`src/rtl/general_register_pkg.sv`:
```
// Shared types for the general register file write path: register indices,
// byte-lane enable patterns and the request record handed to the lane decoder.
package general_register_pkg;

  typedef enum logic [2:0] {
    EAX = 3'd0,
    ECX = 3'd1,
    EDX = 3'd2,
    EBX = 3'd3,
    ESP = 3'd4,
    EBP = 3'd5,
    ESI = 3'd6,
    EDI = 3'd7
  } reg_index_e;

  localparam logic [3:0] BE_LO8 = 4'b0001;
  localparam logic [3:0] BE_HI8 = 4'b0010;
  localparam logic [3:0] BE_16  = 4'b0011;
  localparam logic [3:0] BE_32  = 4'b1111;

  typedef struct packed {
    logic        w;
    logic        size32;
    logic [2:0]  code;
    logic [31:0] data;
  } reg_req_t;

  typedef enum logic {
    ST_ARB    = 1'b0,
    ST_LOCKED = 1'b1
  } arb_state_e;

  // Expands per-byte enables into a 32-bit data mask.
  function automatic logic [31:0] be_mask(input logic [3:0] be);
    return {{8{be[3]}}, {8{be[2]}}, {8{be[1]}}, {8{be[0]}}};
  endfunction

endpackage

```
`src/rtl/general_register_lane_decode.sv`:
```
// Translates an instruction-level register reference into a physical index,
// byte enables and lane-aligned data. Purely combinational.
module general_register_lane_decode
  import general_register_pkg::*;
(
  input  reg_req_t    req,
  output logic [2:0]  index,
  output logic [3:0]  byte_en,
  output logic [31:0] data
);

  logic [31:0] placed_s;

  // Select lane placement from the w bit and operand size.
  always_comb begin
    index    = req.code;
    byte_en  = BE_LO8;
    placed_s = 32'd0;
    case ({req.w, req.size32})
      2'b10: begin
        byte_en  = BE_16;
        placed_s = {16'd0, req.data[15:0]};
      end
      2'b11: begin
        byte_en  = BE_32;
        placed_s = req.data;
      end
      default: begin
        // Codes 4..7 with w=0 name the high byte (AH..BH) of registers 0..3.
        index = {1'b0, req.code[1:0]};
        if (req.code[2]) begin
          byte_en  = BE_HI8;
          placed_s = {16'd0, req.data[7:0], 8'd0};
        end else begin
          byte_en  = BE_LO8;
          placed_s = {24'd0, req.data[7:0]};
        end
      end
    endcase
  end

  assign data = placed_s & be_mask(byte_en);

endmodule

```
`src/rtl/general_register_write_arbiter.sv`:
```
// Round-robin arbiter with ownership lock sharing the general register file
// write port; the granted request is decoded and registered into the port.
module general_register_write_arbiter
  import general_register_pkg::*;
#(
  parameter int N_REQ  = 3,
  parameter int DATA_W = 32
) (
  input  logic                    clock,
  input  logic                    reset,
  input  logic [N_REQ-1:0]        req_valid,
  output logic [N_REQ-1:0]        req_ready,
  input  logic [N_REQ-1:0]        req_lock,
  input  logic [N_REQ-1:0]        req_w,
  input  logic [N_REQ-1:0]        req_size32,
  input  logic [N_REQ*3-1:0]      req_register_sequence_code,
  input  logic [N_REQ*DATA_W-1:0] req_data,
  output logic                    wr_en,
  output logic [2:0]              wr_index,
  output logic [3:0]              wr_byte_en,
  output logic [DATA_W-1:0]       wr_data,
  input  logic [2:0]              rd_index,
  output logic                    rd_hazard,
  output logic                    locked
);

  localparam int PTR_W = (N_REQ > 2) ? 2 : 1;

  arb_state_e       state_r;
  logic [PTR_W-1:0] ptr_r;
  logic [PTR_W-1:0] owner_r;

  logic [N_REQ-1:0] grant_s;
  logic [PTR_W-1:0] grant_idx_s;
  logic             grant_any_s;
  logic             sel_lock_s;
  reg_req_t         sel_req_s;
  logic [2:0]       dec_index_s;
  logic [3:0]       dec_byte_en_s;
  logic [31:0]      dec_data_s;

  function automatic logic [PTR_W-1:0] ptr_inc(input logic [PTR_W-1:0] p);
    if (int'(p) == N_REQ - 1) begin
      return '0;
    end else begin
      return p + PTR_W'(1);
    end
  endfunction

  // Pick the requester to grant this cycle; owner only while locked.
  always_comb begin
    int cand;
    grant_idx_s = ptr_r;
    grant_any_s = 1'b0;
    cand        = 0;
    if (state_r == ST_LOCKED) begin
      grant_idx_s = owner_r;
      grant_any_s = req_valid[owner_r];
    end else begin
      // Scan farthest-first so the requester nearest ptr is assigned last.
      for (int k = N_REQ - 1; k >= 0; k--) begin
        cand = (int'(ptr_r) + k >= N_REQ) ? int'(ptr_r) + k - N_REQ : int'(ptr_r) + k;
        grant_idx_s = req_valid[cand] ? PTR_W'(cand) : grant_idx_s;
        grant_any_s = grant_any_s | req_valid[cand];
      end
    end
    if (reset) begin
      grant_any_s = 1'b0;
    end else begin
      grant_any_s = grant_any_s;
    end
    for (int i = 0; i < N_REQ; i++) begin
      grant_s[i] = grant_any_s && (int'(grant_idx_s) == i);
    end
  end

  assign req_ready = grant_s;

  // Gather the granted requester's fields into one request record.
  always_comb begin
    sel_req_s.w      = req_w[grant_idx_s];
    sel_req_s.size32 = req_size32[grant_idx_s];
    sel_req_s.code   = req_register_sequence_code[int'(grant_idx_s)*3 +: 3];
    sel_req_s.data   = req_data[int'(grant_idx_s)*DATA_W +: 32];
    sel_lock_s       = req_lock[grant_idx_s];
  end

  general_register_lane_decode u_lane_decode (
    .req     (sel_req_s),
    .index   (dec_index_s),
    .byte_en (dec_byte_en_s),
    .data    (dec_data_s)
  );

  // Arbiter state, round-robin pointer and registered write port.
  always_ff @(posedge clock) begin
    if (reset) begin
      state_r    <= ST_ARB;
      ptr_r      <= '0;
      owner_r    <= '0;
      wr_en      <= 1'b0;
      wr_index   <= 3'd0;
      wr_byte_en <= 4'd0;
      wr_data    <= '0;
    end else begin
      wr_en <= grant_any_s;
      if (grant_any_s) begin
        wr_index   <= dec_index_s;
        wr_byte_en <= dec_byte_en_s;
        wr_data    <= DATA_W'(dec_data_s);
        ptr_r      <= ptr_inc(grant_idx_s);
        owner_r    <= grant_idx_s;
        // A locked grant keeps (or takes) ownership; an unlocked one frees it.
        state_r    <= sel_lock_s ? ST_LOCKED : ST_ARB;
      end
    end
  end

  assign locked    = (state_r == ST_LOCKED);
  assign rd_hazard = wr_en && (rd_index == wr_index);

endmodule

```
`config.mk`:
```
export PLATFORM = sky130hd
export DESIGN_NAME = general_register_write_arbiter
export DESIGN_NICKNAME = d
export VERILOG_FILES = /design/src/rtl/general_register_pkg.sv /design/src/rtl/general_register_lane_decode.sv /design/src/rtl/general_register_write_arbiter.sv
export SDC_FILE = /design/constraint.sdc
export NUM_CORES = 1
export LEC_CHECK = 0
export CAP_MARGIN = 10
export CORE_ASPECT_RATIO = 0.8
export CORE_MARGIN = 3
export CORE_UTILIZATION = 35
export DETAILED_ROUTE_END_ITERATION = 7
export DONT_BUFFER_PORTS = 1
export GPL_TIMING_DRIVEN = 0
export SETUP_SLACK_MARGIN = 0.15
export SYNTH_ARGS = -nofsm -noshare
export SYNTH_HDL_FRONTEND = slang
export SYNTH_SLANG_ARGS = --single-unit
export TNS_END_PERCENT = 10
```
`constraint.sdc`:
```
create_clock -name clock -period 3.2 [get_ports clock]
set_input_delay 0.48 -clock clock [delete_from_list [all_inputs] [get_ports clock]]
set_output_delay 0.48 -clock clock [all_outputs]
set_load 0.05 [all_outputs]
```
==> impl_metrics.yaml, run 1 <==
sta:
  max-slew-margin-rel_pct: 43.4
  tns_ns: 0
  setup_viol: 0
  fin_skew_ns: 0.00456
  finalMaxSlewViolations: 0
  worst_slack_ns: 0.00266
  rsz0062_at_grt: "true"
  timing.fmax_mhz: 313
  finalHoldViolations: 0
  worstMarginPinSlew_ns: 0.844
  period_share_pct: 99.9
  period_needed_ns: 3.20
global_route:
  grt_start_max_net_pins: 14
  grt_pass1_wl_mm: 15.9
  track_usage_pct: 21.7
  grt_pass1_vias: 2829
  overflow: 0
  antenna_found_initial: 0
hold_path:
  hold_path.class: "input pin to register"
final_layout:
  drive_gt1_share_pct: 23.8
  antennaDiodeCount: 0
  nFillCells: 829
  final-instance-count-excl-fill: 490
  regArea_um2: 888
  fin_util_pct: 43.9
  synthToLayoutAreaGrowth_pct: 19.5
  final_nets: 506
  multi_input_comb_area_um2: 1970
power_and_ir_drop:
  ir_drop_v: 0.000422
  pwr-share-seq_pct: 32.9
  p_per_area_nw_per_um2: 1290
  p_leak_nw: 1.22
  clockPowerShare_pct: 8.2
  combPwrFrac_pct: 58.9
  power_switching_mw: 2.54
  switching_share_pct: 55.9
  intPower_mw: 2.01
synth:
  yosysWarnings: 0
  post_synth_num_cell_types: 51
  yosysSeqAreaShare_pct: 29.8
  avgSynthCellArea_um2: 8.26
  async_flop_share_pct: 0
  synth_ff_type: "dfxtp_1"
  synth-edff-count: 0
  yosys_register_bits: 44
  syn_nets: 483
  netlist_area_um2: 2960
  synthCells: 358
setup_path:
  arrival_ns: 2.72
  worstSetupStartpointType: "register"
  critPathMaxFanout: 10
  path_class: "register to primary output"
  cp-end-kind: "primary output"
  required_ns: 2.72
die:
  die_area_um2: 9590
  initial_core_util_pct: 36.7
  io_pins: 167
  die_x_um: 109
  core_um2: 8060
  rows: 29
  chipHeight_um: 88.2
placement:
  gp_congestion: 0.804
  hpwl_mm: 8.08
  place_inst: 466
  dp_slack_ns: -0.465
  port_buffers: 0
flow_run:
  cap_violations: 0
clock_network:
  clk_pin_slew_worst_paths_ns: 0.08
  cts_buffer_depth: 2
  clock_latency_ns: 0.30
  cts_made_buffers: 5
  cts_tree: "yes"
  holdBufCountCts: 0
  root_buffer: "clkbuf_8"
  cts.htree.levels: 2
  clkSinkCount: 44
detailed_routing:
  vias: 3028
  drtIter0Drc: 199
  post_drt_wl_per_cell_um: 22.0
  wl_mm: 10.8
  ant_nets: 0
  avgViaCountPerCell: 6.18
  drc: 0
  drt_pass1_iterations: 4
run_status:
  outcome: "finished, final reports clean"
-- stage by stage --
| stage | instance area (um2) | hold WS [ns] | power (mW) |
|---|---|---|---|
| 5_1_grt | 3530 | 0.224 | 4.83 |
| 3_3_place_gp | 3110 | 0.485 | 3.70 |
| 4_1_cts | 3500 | 0.230 | 4.50 |
| 2_1_floorplan | 2970 | 0.459 | 3.17 |
| 3_5_place_dp | 3110 | 0.493 | 3.74 |
| 6_report | 3530 | 0.235 | 4.55 |
-- critical path, cell delays in order, from the launching register on --
cell	delay, ns
dfxtp_4	0.39
inv_1	0.05
ha_1	0.16
buf_4	0.17
or3_1	0.36
a31oi_4	0.17
o311ai_4	0.14
and2_1	0.17
buf_6	0.14
buf_8	0.15
nor3_4	0.52
-- metal layers --
layer,vias to the layer above,GRT usage (%),wire length (um)
met4,0,4.70,114
met5,-,0,0
li1,1399,-,-
met1,1465,28.7,4620
met2,151,34.9,5080
met3,13,6.71,967
-- sequential cells by signal, indices dropped and copies added (netlist names) --
name,count
wr_en,1
wr_data,32
wr_index,3
ptr_r,2
wr_byte_en,3
locked,1
owner_r,2
-- cells by family (layout without fill, tap and decap cells) --
family	Yosys count	after routing	synth area share, %
muxes	25	25	8.76
xor gates and xnor gates	3	3	0.889
and+or+nand+nor	116	116	19.4
adders and majority gates	3	3	1.27
DFF	44	44	29.8
AOI/OAI and AO/OA	124	124	32.2
buffers and inverters	43	67	7.74
-- cell type report --
cell class / count / area share (%)
clock inverters: 1 / 0.212
flip-flops and latches: 44 / 25.1
multi-input cells: 271 / 55.7
inverters: 7 / 0.956
plain buffers: 36 / 8.29
well taps: 108 / 3.82
repair buffers: 16 / 3.40
clock buffers: 7 / 2.44
-- Yosys cell counts, types with 2 or more instances --
library cell,number,area share (%)
nand3_1,47,8.0
dfxtp_1,44,30
nand2_1,41,5.2
a21oi_1,36,6.1
mux2i_1,21,7.1
a31oi_1,20,4.2
a32o_1,16,5.4
buf_2,12,2.0
clkbuf_1,12,1.5
o211ai_1,10,2.5
o21ai_0,9,1.5
nor2_1,8,1.0
o2bb2ai_1,8,2.4
o2bb2ai_2,7,3.6
buf_4,6,1.5
inv_1,6,0.76
nor3_1,5,0.85
buf_6,4,1.5
a211oi_1,3,0.76
ha_1,3,1.3
mux2_2,3,1.1
and2_1,2,0.42
and3_1,2,0.42
buf_1,2,0.25
nand3_2,2,0.68
nand3b_1,2,0.51
o21ai_2,2,0.59
xor2_1,2,0.59
-- path summary, 6_finish.rpt --
path | to | from | depth (start not counted) | slack [ns]
setup / recovery | req_ready[2] | ptr_r[1]$_SDFFE_PP0P_ | 10 | 0.003
hold / removal | wr_byte_en[2]$_SDFFE_PP0P_ | reset | 1 | 0.23
setup reg to reg | wr_byte_en[2]$_SDFFE_PP0P_ | ptr_r[1]$_SDFFE_PP0P_ | 13 | 0.26
hold reg to reg | ptr_r[1]$_SDFFE_PP0P_ | ptr_r[1]$_SDFFE_PP0P_ | 2 | 0.52
-- timing repair --
item                                   4_1_cts  5_1_grt
gates resized for setup                     45        9
buffers inserted                            16        0
endpoints found under the hold margin        0        0
pin swaps                                   10        6
setup endpoints to repair                   34       21
-- power by group through the flow --
| stage | clock network [mW] | registers [mW] | logic, mW |
|---|---|---|---|
| after CTS | 0.385 | 1.49 | 2.62 |
| after global routing | 0.405 | 1.52 | 2.91 |
| after global placement | 0 | 1.50 | 2.20 |
| after detailed placement | 0 | 1.50 | 2.24 |
| after floorplan | 0 | 1.43 | 1.73 |
| final | 0.374 | 1.49 | 2.68 |
-- cell usage in the layout, fill, tap and decap left out, types with 4 or more instances in the layout --
cell type / synthesis / routed
a21oi_1: 36 / 36
a31oi_1: 20 / 19
a32o_1: 16 / 16
buf_2: 12 / 8
buf_4: 6 / 22
buf_6: 4 / 5
clkbuf_1: 12 / 10
clkbuf_8: 0 / 8
dfxtp_1: 44 / 42
inv_1: 6 / 4
mux2i_1: 21 / 21
nand2_1: 41 / 38
nand3_1: 47 / 47
nor2_1: 8 / 8
o211ai_1: 10 / 10
o21ai_0: 9 / 9
o2bb2ai_1: 8 / 8
o2bb2ai_2: 7 / 7
No activity file was read; power rests on OpenSTA's default activity.
==> run 2: changes to the inputs <==
--- a/config.mk
+++ b/config.mk
@@ -6,7 +6,6 @@
 export NUM_CORES = 1
 export LEC_CHECK = 0
 export CAP_MARGIN = 10
-export CORE_ASPECT_RATIO = 0.8
 export CORE_MARGIN = 3
 export CORE_UTILIZATION = 35
 export DETAILED_ROUTE_END_ITERATION = 7
==> impl_metrics.yaml, run 2 (synthesis results as in run 1) <==
hold_path:
  min_from: "reset"
  hold_path.class: "input pin to register"
  min_to: "wr_byte_en[2]$_SDFFE_PP0P_"
  hold-path-cell-count: 1
global_route:
  track_usage_pct: 20.9
  grt.met3_usage_pct: 6.07
  met1_usage_pct: 27.3
  antenna_found_initial: 0
  top_usage_layer: "met2"
  grt_util_met2_pct: 33.4
  overflow: 0
  grt_start_max_net_pins: 14
  grt_pass1_wl_mm: 16.0
  grt_pass1_vias: 2896
sta:
  rsz0062_at_grt: "true"
  setup_viol: 3
  worstMarginPinSlew_ns: 0.875
  period_needed_ns: 3.25
  worst_slack_ns: -0.0536
  max-slew-margin-rel_pct: 41.4
  finalHoldViolations: 0
  fin_skew_ns: 0.00678
  timing.fmax_mhz: 307
  period_share_pct: 102
  finalMaxSlewViolations: 0
  holdWs_ns: 0.235
final_layout:
  regArea_um2: 888
  antennaDiodeCount: 0
  final_nets: 509
  final_common_cell: "nand3_1"
  synthToLayoutAreaGrowth_pct: 19.9
  multi_input_comb_area_um2: 1950
  nFillCells: 776
  drive_gt1_share_pct: 24.7
  fin_util_pct: 44.5
  final_cell_mix: "47 x nand3_1, 42 x dfxtp_1, 38 x nand2_1"
  regMostFlops: "wr_data"
  largest_reg_flops: 32
  reg_top3: "wr_data (32), wr_byte_en (3), wr_index (3)"
setup_path:
  reg2reg_depth: 15
  arrival_ns: 2.77
  reg2reg_setup_slack_ns: 0.21
  cp-end-kind: "primary output"
  cp_slowest_cell: "nor3_4"
  critPathMaxFanout: 4
  worstSetupStartpointType: "register"
  path_class: "register to primary output"
  critical_path.cell_chain: "inv_4 -> ha_4 -> mux2_4 -> mux2_4 -> o311ai_4 -> nand2_2 -> buf_12 -> buf_12 -> nor3_4"
  rr_endpoint: "wr_data[5]$_SDFFE_PP0P_"
  required_ns: 2.72
  max_stage_delay_ns: 0.55
  rr_startpoint: "ptr_r[1]$_SDFFE_PP0P_"
placement:
  port_buffers: 0
  hpwl_mm: 7.86
  gp_congestion: 0.868
flow_run:
  cap_violations: 0
power_and_ir_drop:
  combPwrFrac_pct: 58.0
  power_switching_mw: 2.48
  intPower_mw: 2.07
  finalPower_mw: 4.55
  p_leak_nw: 1.26
  switching_share_pct: 54.5
  p_per_area_nw_per_um2: 1280
  clockPowerShare_pct: 9.2
  pwr-share-seq_pct: 32.8
  ir_drop_v: 0.000490
clock_network:
  cts_made_buffers: 5
  cts_tree: "yes"
  root_buffer: "clkbuf_8"
  cts_buffer_depth: 2
  clk_pin_slew_worst_paths_ns: 0.08
  clkSinkCount: 44
  clock_latency_ns: 0.30
  cts.htree.levels: 2
detailed_routing:
  wl_mm: 10.4
  drt_pass1_iterations: 4
  post_drt_wl_per_cell_um: 21.3
  drc: 0
  drtIter0Drc: 161
  avgViaCountPerCell: 5.98
  ant_nets: 0
  vias: 2914
die:
  initial_core_util_pct: 37.1
  die_area_um2: 9590
  core_um2: 7970
  chipHeight_um: 97.9
  io_pins: 167
  rows: 32
  die_x_um: 97.9
run_status:
  outcome: "finished with violations"
  violations: "setup timing"
run 2: area by class of cell:
cell class	count	share of cell area, %
buffer	36	8.29
clock inverter	2	0.988
multi-input combinational	271	55.0
sequential	44	25.1
clock buffer	6	2.05
timing repair buffer	19	4.02
inverter	7	0.953
tap	102	3.60
run 2: layer usage:
layer	part of all wire, %	up-vias
li1	-	1401
met4	2.1	0
met1	42	1374
met5	0	-
met2	47	125
met3	8.6	14
run 2: what timing repair did:
action,4_1_cts,5_1_grt
hold buffers,0,0
cloned,0,0
resized for setup,46,8
endpoints found under the setup margin,26,24
buffers inserted,16,3
pin swaps,10,8
run 2: worst max-delay path: cells and delay by family (launching register included):
family          cells  cell delay, ns
simple gates        2            0.69
buf+inv             3            0.32
fa+ha+maj           1            0.15
mux                 2            0.59
compound gates      1            0.34
flops               1            0.38
run 2: through the flow:
stage / area (um2) / std cells / worst slack, ns / setup TNS [ns]
floorplan: 2970 / 358 / 0.0417 / 0
global placement: 3100 / 460 / -0.400 / -1.05
detailed placement: 3110 / 460 / -0.410 / -1.23
CTS: 3510 / 484 / -0.0452 / -0.0452
global route: 3550 / 487 / -0.161 / -0.384
finish: 3550 / 487 / -0.0536 / -0.120
run 2: power by group through the flow:
stage	clock network, mW	logic (mW)	registers, mW
2_1_floorplan	0	1.73	1.43
3_3_place_gp	0	2.16	1.50
3_5_place_dp	0	2.20	1.50
4_1_cts	0.427	2.56	1.49
5_1_grt	0.447	2.88	1.51
6_report	0.417	2.64	1.49
run 2: worst max-delay path by stage:
stage                                      from      endpoint  slack (ns)  cells past startpoint
after floorplan           ptr_r[0]$_SDFFE_PP0P_  req_ready[2]        0.04                     11
after global placement    ptr_r[0]$_SDFFE_PP0P_  req_ready[1]       -0.40                     11
after detailed placement  ptr_r[0]$_SDFFE_PP0P_  req_ready[1]       -0.41                     11
after CTS                 ptr_r[0]$_SDFFE_PP0P_  req_ready[0]       -0.05                      9
after global routing      ptr_r[0]$_SDFFE_PP0P_  req_ready[0]       -0.16                      9
final                     ptr_r[0]$_SDFFE_PP0P_  req_ready[0]       -0.05                      9
